File: src/rtl/timer_arbiter_pkg.sv
// Shared types and helpers for the blackjack delay-timer blocks.
package blackjack_timer_pkg;

    typedef enum logic [1:0] {
        IDLE,
        RUN,
        DONE
    } tmr_state_t;

    // One millisecond tick at a 50 MHz system clock.
    localparam int TICKS_1MS_50MHZ = 50000;

    // Widest request vector any arbiter may hand to rr_pick.
    localparam int RR_MAX = 8;

    // Round-robin pick: first asserted request after ptr, wrapping modulo
    // num_req. Returns 0 when nothing is requested (callers gate on |req).
    function automatic logic [2:0] rr_pick(input logic [RR_MAX-1:0] req,
                                           input logic [2:0]        ptr,
                                           input int                num_req);
        logic [2:0] pick;
        logic       found;
        int         idx;
        logic [2:0] idx3;
        pick  = '0;
        found = 1'b0;
        for (int k = 1; k <= RR_MAX; k++) begin
            if (k <= num_req) begin
                idx  = (int'(ptr) + k) % num_req;
                idx3 = idx[2:0];
                if (!found && req[idx3]) begin
                    pick  = idx3;
                    found = 1'b1;
                end
            end
        end
        return pick;
    endfunction

endpackage

File: src/rtl/timer_arbiter_tick_prescaler.sv
// Divides clk down to a one-cycle tick every PRESCALE enabled cycles.
module tick_prescaler #(
    parameter int PRESCALE = 50000,
    parameter int PS_WIDTH = 16
) (
    input  logic clk,
    input  logic reset,
    input  logic clear,
    input  logic enable,
    output logic tick
);

    localparam logic [PS_WIDTH-1:0] LAST = PS_WIDTH'(PRESCALE - 1);

    logic [PS_WIDTH-1:0] count;

    // Count enabled cycles, wrapping at LAST; clear restarts the period.
    // NOTE: sequential state uses non-blocking assignments so every register
    // samples pre-edge values, independent of block evaluation order.
    always_ff @(posedge clk) begin
        if (!reset) begin
            count <= '0;
        end else if (clear) begin
            count <= '0;
        end else if (enable) begin
            count <= (count == LAST) ? '0 : count + PS_WIDTH'(1);
        end
    end

    // Tick lands in the same cycle the count wraps, so the owner FSM acts on it
    // at that edge.
    assign tick = enable && (count == LAST);

endmodule

File: src/rtl/timer_arbiter.sv
// Round-robin arbiter sharing one prescaled delay timer between requesters.
module timer_arbiter #(
    parameter int NUM_REQ  = 4,
    parameter int WIDTH    = 16,
    parameter int PRESCALE = blackjack_timer_pkg::TICKS_1MS_50MHZ,
    parameter int PS_WIDTH = 16
) (
    input  logic                     clk,
    input  logic                     reset,
    input  logic [NUM_REQ-1:0]       req,
    input  logic [NUM_REQ*WIDTH-1:0] duration,
    output logic [NUM_REQ-1:0]       grant,
    output logic [NUM_REQ-1:0]       done,
    output logic                     busy,
    output logic [WIDTH-1:0]         remaining
);

    import blackjack_timer_pkg::*;

    localparam int IDX_W = (NUM_REQ > 1) ? $clog2(NUM_REQ) : 1;

    tmr_state_t         state, state_next;
    logic [IDX_W-1:0]   owner, owner_next;
    logic [IDX_W-1:0]   rr_ptr, rr_next;
    logic [WIDTH-1:0]   remaining_next;
    logic [NUM_REQ-1:0] grant_next, done_next;
    logic               busy_next;

    logic [IDX_W-1:0]   winner;
    logic [WIDTH-1:0]   win_dur;
    logic [NUM_REQ-1:0] win_onehot, owner_onehot;
    logic               owner_req;
    logic               ps_clear, ps_enable, tick;

    assign winner       = IDX_W'(rr_pick(RR_MAX'(req), 3'(rr_ptr), NUM_REQ));
    assign win_dur      = duration[winner*WIDTH +: WIDTH];
    assign win_onehot   = NUM_REQ'(1) << winner;
    assign owner_onehot = NUM_REQ'(1) << owner;
    assign owner_req    = req[owner];

    // The prescaler only runs while an owner holds the timer; any other state
    // or an abort restarts it so the next owner gets a full first tick.
    assign ps_enable = (state == RUN);
    assign ps_clear  = (state != RUN) || !owner_req;

    tick_prescaler #(
        .PRESCALE (PRESCALE),
        .PS_WIDTH (PS_WIDTH)
    ) u_prescaler (
        .clk    (clk),
        .reset  (reset),
        .clear  (ps_clear),
        .enable (ps_enable),
        .tick   (tick)
    );

    // Next-state and next-output decode; outputs are registered below.
    // NOTE: every signal gets a default first so no path leaves it unassigned,
    // which would otherwise infer a latch.
    always_comb begin
        state_next     = state;
        owner_next     = owner;
        rr_next        = rr_ptr;
        remaining_next = remaining;
        grant_next     = grant;
        done_next      = '0;
        case (state)
            IDLE: begin
                grant_next     = '0;
                remaining_next = '0;
                if (|req) begin
                    owner_next     = winner;
                    rr_next        = winner;
                    remaining_next = win_dur;
                    if (win_dur != '0) begin
                        state_next = RUN;
                        grant_next = win_onehot;
                    end else begin
                        // Zero-length request completes without ever granting.
                        state_next = DONE;
                        done_next  = win_onehot;
                    end
                end
            end
            RUN: begin
                if (!owner_req) begin
                    // Owner withdrew: release silently, rr_ptr unchanged.
                    state_next     = IDLE;
                    grant_next     = '0;
                    remaining_next = '0;
                end else if (tick) begin
                    remaining_next = remaining - WIDTH'(1);
                    if (remaining == WIDTH'(1)) begin
                        state_next = DONE;
                        grant_next = '0;
                        done_next  = owner_onehot;
                    end
                end
            end
            DONE: begin
                state_next     = IDLE;
                grant_next     = '0;
                remaining_next = '0;
            end
            default: begin
                state_next     = IDLE;
                grant_next     = '0;
                remaining_next = '0;
            end
        endcase
        busy_next = (state_next != IDLE);
    end

    // State, arbitration pointer and registered outputs.
    always_ff @(posedge clk) begin
        if (!reset) begin
            state     <= IDLE;
            owner     <= '0;
            rr_ptr    <= IDX_W'(NUM_REQ - 1);
            remaining <= '0;
            grant     <= '0;
            done      <= '0;
            busy      <= 1'b0;
        end else begin
            state     <= state_next;
            owner     <= owner_next;
            rr_ptr    <= rr_next;
            remaining <= remaining_next;
            grant     <= grant_next;
            done      <= done_next;
            busy      <= busy_next;
        end
    end

endmodule

File: config.mk
export PLATFORM = sky130hd
export DESIGN_NAME = timer_arbiter
export DESIGN_NICKNAME = d
export VERILOG_FILES = /design/src/rtl/timer_arbiter_pkg.sv /design/src/rtl/timer_arbiter_tick_prescaler.sv /design/src/rtl/timer_arbiter.sv
export SDC_FILE = /design/constraint.sdc
export NUM_CORES = 1
export LEC_CHECK = 0
export ABC_AREA = 0
export CAP_MARGIN = 30
export CORE_ASPECT_RATIO = 1.4
export CORE_MARGIN = 1.5
export CORE_UTILIZATION = 47
export CTS_CLUSTER_DIAMETER = 40
export DETAILED_ROUTE_END_ITERATION = 12
export PLACE_DENSITY = 0.93
export SLEW_MARGIN = 20
export SYNTH_ARGS = -nofsm -noshare
export SYNTH_HDL_FRONTEND = slang
export SYNTH_HIERARCHICAL = 1
export SYNTH_SLANG_ARGS = --single-unit
export TNS_END_PERCENT = 50
File: constraint.sdc
create_clock -name clk -period 3.53 [get_ports clk]
set_clock_uncertainty 0.15 [all_clocks]
set_input_delay 0.5295 -clock clk [delete_from_list [all_inputs] [get_ports clk]]
set_output_delay 0.5295 -clock clk [all_outputs]
set_load 0.02 [all_outputs]
==> flow_summary.yaml, run 1 <==
cts:
  postCtsResizedCells: 0
  htree_levels: 2
  cts_tree: "done"
  ctsHoldBuffers: 0
  cts_made_buffers: 5
  cts_num_sinks: 47
  post_cts_buffers: 0
  path_clk_slew_ps: 90
  cts.path.max_buffers: 2
  cts_root_buffer: "clkbuf_8"
  clk_latency_ps: 310
power_and_ir_drop:
  p_total_mw: 1.88
  p_per_area_mw_per_mm2: 451
  p_leak_nw: 1.47
  vdd_drop_max_mv: 0.289
yosys:
  synth_flop_cell: "dfxtp_1"
  synth_cells: 334
  syn_nets: 407
  ys_warn_count: 6
  synth_edf_count: 0
  ys_types: 58
  synthesis.area_mm2: 0.00301
  ys_seq_area_share_pct: 31.3
  ys_ff_latch: 47
  syn_area_per_cell_um2: 9.00
  ys_async_sr_fraction_pct: 0
die:
  start_util_pct: 48.4
  die_area_mm2: 0.00689
  die_y_um: 97.6
  io_pins: 95
  die_w_um: 70.6
  rows: 34
  core_area_mm2: 0.00621
timing:
  worst_slew_pin_slew_ps: 677
  slew_headroom_pct: 54.8
  finalMaxSlewViolations: 0
  fmax_mhz: 305
  fin_crit_sh_pct: 92.9
  finalHoldViolations: 0
  min_period_ps: 3280
  setup_viol: 0
  hold_ws_ps: 335
  tns_ps: 0
  rsz0062_at_grt: "no"
setup_path:
  crit_path_end_kind: "flip-flop"
  path_max_fanout: 21
  worstPathRequired_ps: 3590
  crit_arrival_ps: 3340
  critPathKind: "in -> reg"
  cp-start-kind: "input port"
global_routing:
  grt_pass1_vias: 3096
  grt_overflow: 0
  grt_max_degree: 27
  grt_pass1_wl_um: 15800
  gr-usage-all-layers_pct: 29.4
  antenna_found_initial: 0
placement:
  numPortBuffers: 94
  dp_hpwl_um: 7700
  place_congestion: 0.974
  placed_area_mm2: 0.00407
worst_hold_path:
  min_path_type: "reg -> reg"
run_status:
  status: "finished clean"
route:
  firstDrtPassIters: 5
  vias: 3216
  wl_per_cell_um: 19.8
  via_per_inst: 6.41
  ant_nets: 0
  wirelength_um: 9960
  drt-initial-drc-count: 357
  drc_errors: 0
run:
  drv_cap: 0
layout:
  synthToLayoutAreaGrowth_pct: 38.8
  post-route-cell-area_mm2: 0.00417
  drive_gt1_share_pct: 10.0
  antenna_cells: 0
  nets: 503
  utilization_pct: 67.2
## where the power goes
| group | switching, mW | total [mW] | internal (mW) |
|---|---|---|---|
| sequential | 0.0758 | 0.657 | 0.581 |
| combinational | 0.441 | 0.832 | 0.391 |
| clock | 0.186 | 0.394 | 0.208 |
| total | 0.702 | 1.88 | 1.18 |
## per-stage QoR
step	worst slack (ps)	std cells
6_report	249	502
5_1_grt	111	502
4_1_cts	246	502
3_5_place_dp	-81.6	495
3_3_place_gp	88.4	495
2_1_floorplan	592	334
## worst max-delay path, cell delays in order
cell             delay, ps
clkdlybuf4s50_1        500
nand2b_2               140
o21ai_1                110
a211oi_4               310
buf_12                 210
mux4_2                 580
nor4_4                 350
nand4_4                260
o41ai_2                350
## Yosys cell counts, types with 3 or more instances
| library cell | count | area [µm²] |
|---|---|---|
| o21ai_0 | 8 | 40.0 |
| mux2i_1 | 10 | 100 |
| a22o_1 | 4 | 35.0 |
| a21oi_1 | 22 | 110 |
| and3_1 | 4 | 25.0 |
| nand4_1 | 6 | 37.5 |
| nor2_1 | 31 | 116 |
| o211a_1 | 3 | 30.0 |
| nand2b_1 | 3 | 18.8 |
| buf_2 | 4 | 20.0 |
| nand3_1 | 7 | 35.0 |
| mux4_2 | 10 | 225 |
| a211oi_1 | 7 | 52.6 |
| nor3b_1 | 4 | 30.0 |
| nor4_1 | 12 | 75.1 |
| nor3_1 | 10 | 50.1 |
| xnor2_1 | 15 | 131 |
| clkbuf_1 | 10 | 37.5 |
| nand2_1 | 21 | 78.8 |
| o211ai_1 | 3 | 22.5 |
| nor2b_1 | 6 | 37.5 |
| and2_1 | 6 | 37.5 |
| a31oi_1 | 7 | 43.8 |
| xor2_1 | 4 | 35.0 |
| ha_1 | 3 | 37.5 |
| dfxtp_1 | 47 | 941 |
| inv_1 | 15 | 56.3 |
| o21ai_1 | 10 | 50.1 |
## logic make-up (layout without fill, tap and decap cells)
kind of cell | Yosys count | in the layout | share of synthesized area, %
xor gates and xnor gates | 19 | 19 | 5.53
adders and majority gates | 3 | 3 | 1.25
and+or+nand+nor | 128 | 128 | 24.5
DFF | 47 | 47 | 31.3
AOI/OAI and AO/OA | 82 | 82 | 19.7
muxes | 23 | 23 | 12.9
buffers and inverters | 32 | 128 | 4.79
## flip-flops by register name, summed over array words and instances (netlist names)
signal,cells
remaining,16
busy,1
grant,4
rr_ptr,2
owner,2
done,4
u_prescaler/count,16
state,2
## path summary, 6_finish.rpt
check | startpoint | end | slack [ps] | depth (start not counted)
worst max-delay path | req[3] | done[3]$_SDFF_PN0_ | 250 | 9
worst min register to register | u_prescaler/count[15]$_SDFFE_PP0P_ | u_prescaler/count[15]$_SDFFE_PP0P_ | 340 | 2
worst min-delay path | u_prescaler/count[15]$_SDFFE_PP0P_ | u_prescaler/count[15]$_SDFFE_PP0P_ | 340 | 2
worst max register to register | u_prescaler/count[11]$_SDFFE_PP0P_ | remaining[9]$_SDFFE_PN0P_ | 410 | 7
## layout make-up
cell class / count / area [µm²]
Clock buffer: 6 / 72.6
Clock inverter: 1 / 30.0
Fill cell: 498 / 2040
Inverter: 15 / 56.3
Multi-Input combinational cell: 255 / 1940
Sequential cell: 47 / 941
Tap cell: 72 / 90.1
Timing Repair Buffer: 106 / 1040
## cells in the final DEF (no fill, tap or decap), types with 3 or more instances in the layout
cell / n
o21ai_1: 10
o211ai_1: 3
a22o_1: 4
o211a_1: 3
nor2_1: 31
and2_1: 6
o21ai_0: 8
nor3b_1: 4
xor2_1: 4
and3_1: 4
ha_1: 3
nor2b_1: 6
nand2b_1: 3
a31oi_1: 7
mux4_2: 10
nand4_1: 6
a21oi_1: 22
clkdlybuf4s50_1: 94
buf_4: 11
inv_1: 15
dfxtp_1: 47
nand3_1: 7
nor3_1: 10
xnor2_1: 15
nor4_1: 12
nand2_1: 21
clkbuf_8: 5
a211oi_1: 5
mux2i_1: 10
## layer usage
metal / routed length, µm / vias up / GRT usage, % / part of all wire (%)
li1: - / 1451 / - / -
met1: 3540 / 1533 / 32.3 / 36
met2: 5200 / 167 / 54.1 / 52
met3: 518 / 65 / 3.63 / 5.2
met4: 699 / 0 / 14.5 / 7.0
met5: 0 / - / 0 / 0
(Power assumes the default switching activity.)
==> inputs of run 2 (changes only) <==
--- a/config.mk
+++ b/config.mk
@@ -9,10 +9,10 @@
 export CAP_MARGIN = 30
 export CORE_ASPECT_RATIO = 1.4
 export CORE_MARGIN = 1.5
-export CORE_UTILIZATION = 47
+export CORE_UTILIZATION = 30
 export CTS_CLUSTER_DIAMETER = 40
 export DETAILED_ROUTE_END_ITERATION = 12
-export PLACE_DENSITY = 0.93
+export PLACE_DENSITY = 0.68
 export SLEW_MARGIN = 20
 export SYNTH_ARGS = -nofsm -noshare
 export SYNTH_HDL_FRONTEND = slang
==> run 2 against run 1 <==
Net effect: die area increased by 54%; hold slack improved by 8.0 ps; highest routed layer unchanged; final area increased by 3.1%; maximum frequency increased by 2.1%; non-clock buffer count decreased by 3; global-route usage decreased by 11 points; worst setup slack improved by 69 ps; sequential power decreased by 0.9%; total power increased by 5.3%.
==> flow_summary.yaml, run 2 (synthesis gave the netlist of run 1 again) <==
layout:
  drive_gt1_share_pct: 9.60
  final_cell_mix: "clkdlybuf4s50_1 (94), dfxtp_1 (47), nor2_1 (31)"
  final_common_cell: "clkdlybuf4s50_1"
  nets: 500
  utilization_pct: 43.7
  final_cells: 562
  synthToLayoutAreaGrowth_pct: 43.1
  antenna_cells: 0
  largestRegisters: "remaining x16, u_prescaler/count x16"
timing:
  fin_crit_sh_pct: 91.0
  tns_ps: 0
  rsz0062_at_grt: "no"
  finalMaxSlewViolations: 0
  min_period_ps: 3210
  setup_viol: 0
  finalHoldViolations: 0
  slew_headroom_pct: 54.3
  fmax_mhz: 311
  worst_slew_pin_slew_ps: 683
worst_hold_path:
  hold_path.startpoint: "u_prescaler/count[15]$_SDFFE_PP0P_"
  min_path_type: "reg -> reg"
power_and_ir_drop:
  vdd_drop_max_mv: 0.247
  p_leak_nw: 1.49
  p_per_area_mw_per_mm2: 461
  p_total_mw: 1.98
cts:
  ctsHoldBuffers: 0
  cts_root_buffer: "clkbuf_16"
  cts_tree: "done"
  cts_made_buffers: 5
  post_cts_buffers: 0
  cts_num_sinks: 47
  clk_latency_ps: 280
  cts.path.max_buffers: 2
  path_clk_slew_ps: 60
  htree_levels: 2
  postCtsResizedCells: 0
die:
  core_area_mm2: 0.00985
  die_w_um: 87.6
  rows: 43
  die_area_mm2: 0.0106
  die_y_um: 121
  io_pins: 95
  start_util_pct: 30.5
global_routing:
  gr-usage-all-layers_pct: 18.3
  antenna_found_initial: 0
  grt_pass1_vias: 3088
  grt_max_degree: 33
  grt_overflow: 0
  grt_pass1_wl_um: 15100
setup_path:
  critPathKind: "in -> reg"
  crit_path_end_kind: "flip-flop"
  reg2reg_slack_ps: 380
  rr_startpoint: "u_prescaler/count[11]$_SDFFE_PP0P_"
  crit_arrival_ps: 3250
  path_max_fanout: 17
  r2r_cells: 8
  critPathCapture: "done[3]$_SDFF_PN0_"
  cp-start-kind: "input port"
  worstPathRequired_ps: 3570
  reg2reg_to: "done[3]$_SDFF_PN0_"
  crit_start: "req[3]"
route:
  wirelength_um: 9230
  drc_errors: 0
  firstDrtPassIters: 4
  drt-initial-drc-count: 164
  ant_nets: 0
  wl_per_cell_um: 16.4
  via_per_inst: 5.29
  vias: 2973
run_status:
  status: "finished clean"
placement:
  numPortBuffers: 94
  dp.cells: 555
  place_congestion: 0.853
  dp_hpwl_um: 7230
run:
  drv_cap: 0
==> run 2: cell count changes in the layout (fill, tap and decap cells not counted), sizes merged <==
cell	before	now
clkbuf	6	5
clkinvlp	0	1
buf	12	9
==> run 2: power breakdown <==
group	switching, mW	leakage (nW)	internal, mW	total [mW]
logic	0.413	1.03	0.391	0.804
clock network	0.197	0.0759	0.330	0.527
registers	0.0693	0.383	0.582	0.651
total	0.679	1.49	1.30	1.98
==> run 2: metrics by stage <==
step	area [µm²]	hold slack [ps]	setup slack, ps
global route	4300	387	122
CTS	4300	346	308
floorplan	3010	308	592
finish	4300	343	318
detailed placement	4140	323	22.3
global placement	4140	326	122
==> run 2: worst min-delay path by stage <==
stage | endpoint | slack [ps] | cells after the start
2_1_floorplan | u_prescaler/count[15]$_SDFFE_PP0P_ | 310 | 2
3_3_place_gp | u_prescaler/count[15]$_SDFFE_PP0P_ | 330 | 2
3_5_place_dp | grant[1]$_SDFFE_PN0P_ | 320 | 1
4_1_cts | u_prescaler/count[15]$_SDFFE_PP0P_ | 350 | 2
5_1_grt | u_prescaler/count[15]$_SDFFE_PP0P_ | 390 | 2
6_report | u_prescaler/count[15]$_SDFFE_PP0P_ | 340 | 2
==> run 2: routing by layer <==
| layer | track usage [%] | wire length [µm] | part of all wire, % | vias to the layer above |
|---|---|---|---|---|
| met4 | 7.64 | 272 | 2.9 | 0 |
| met2 | 34.3 | 5060 | 55 | 81 |
| met3 | 2.18 | 327 | 3.5 | 20 |
| li1 | - | - | - | 1433 |
| met1 | 20.2 | 3570 | 39 | 1439 |
| met5 | 0 | 0 | 0 | - |
==> run 2: worst max-delay path, stage by stage <==
cell             delay [ps]
clkdlybuf4s50_1         490
nand2b_2                140
o21ai_1                 110
a211oi_4                290
buf_12                  190
buf_4                   230
mux4_2                  370
nor4_4                  320
nand4_4                 240
o41ai_2                 330
==> run 2: final cells by class <==
type                       count  area (µm²)
multi-input combinational    255        1940
clock inverter                 2        37.5
timing repair buffer         103        1030
fill                         953        5540
inverter                      15        56.3
sequential                    47         941
clock buffer                   5         125
tap                          135         169
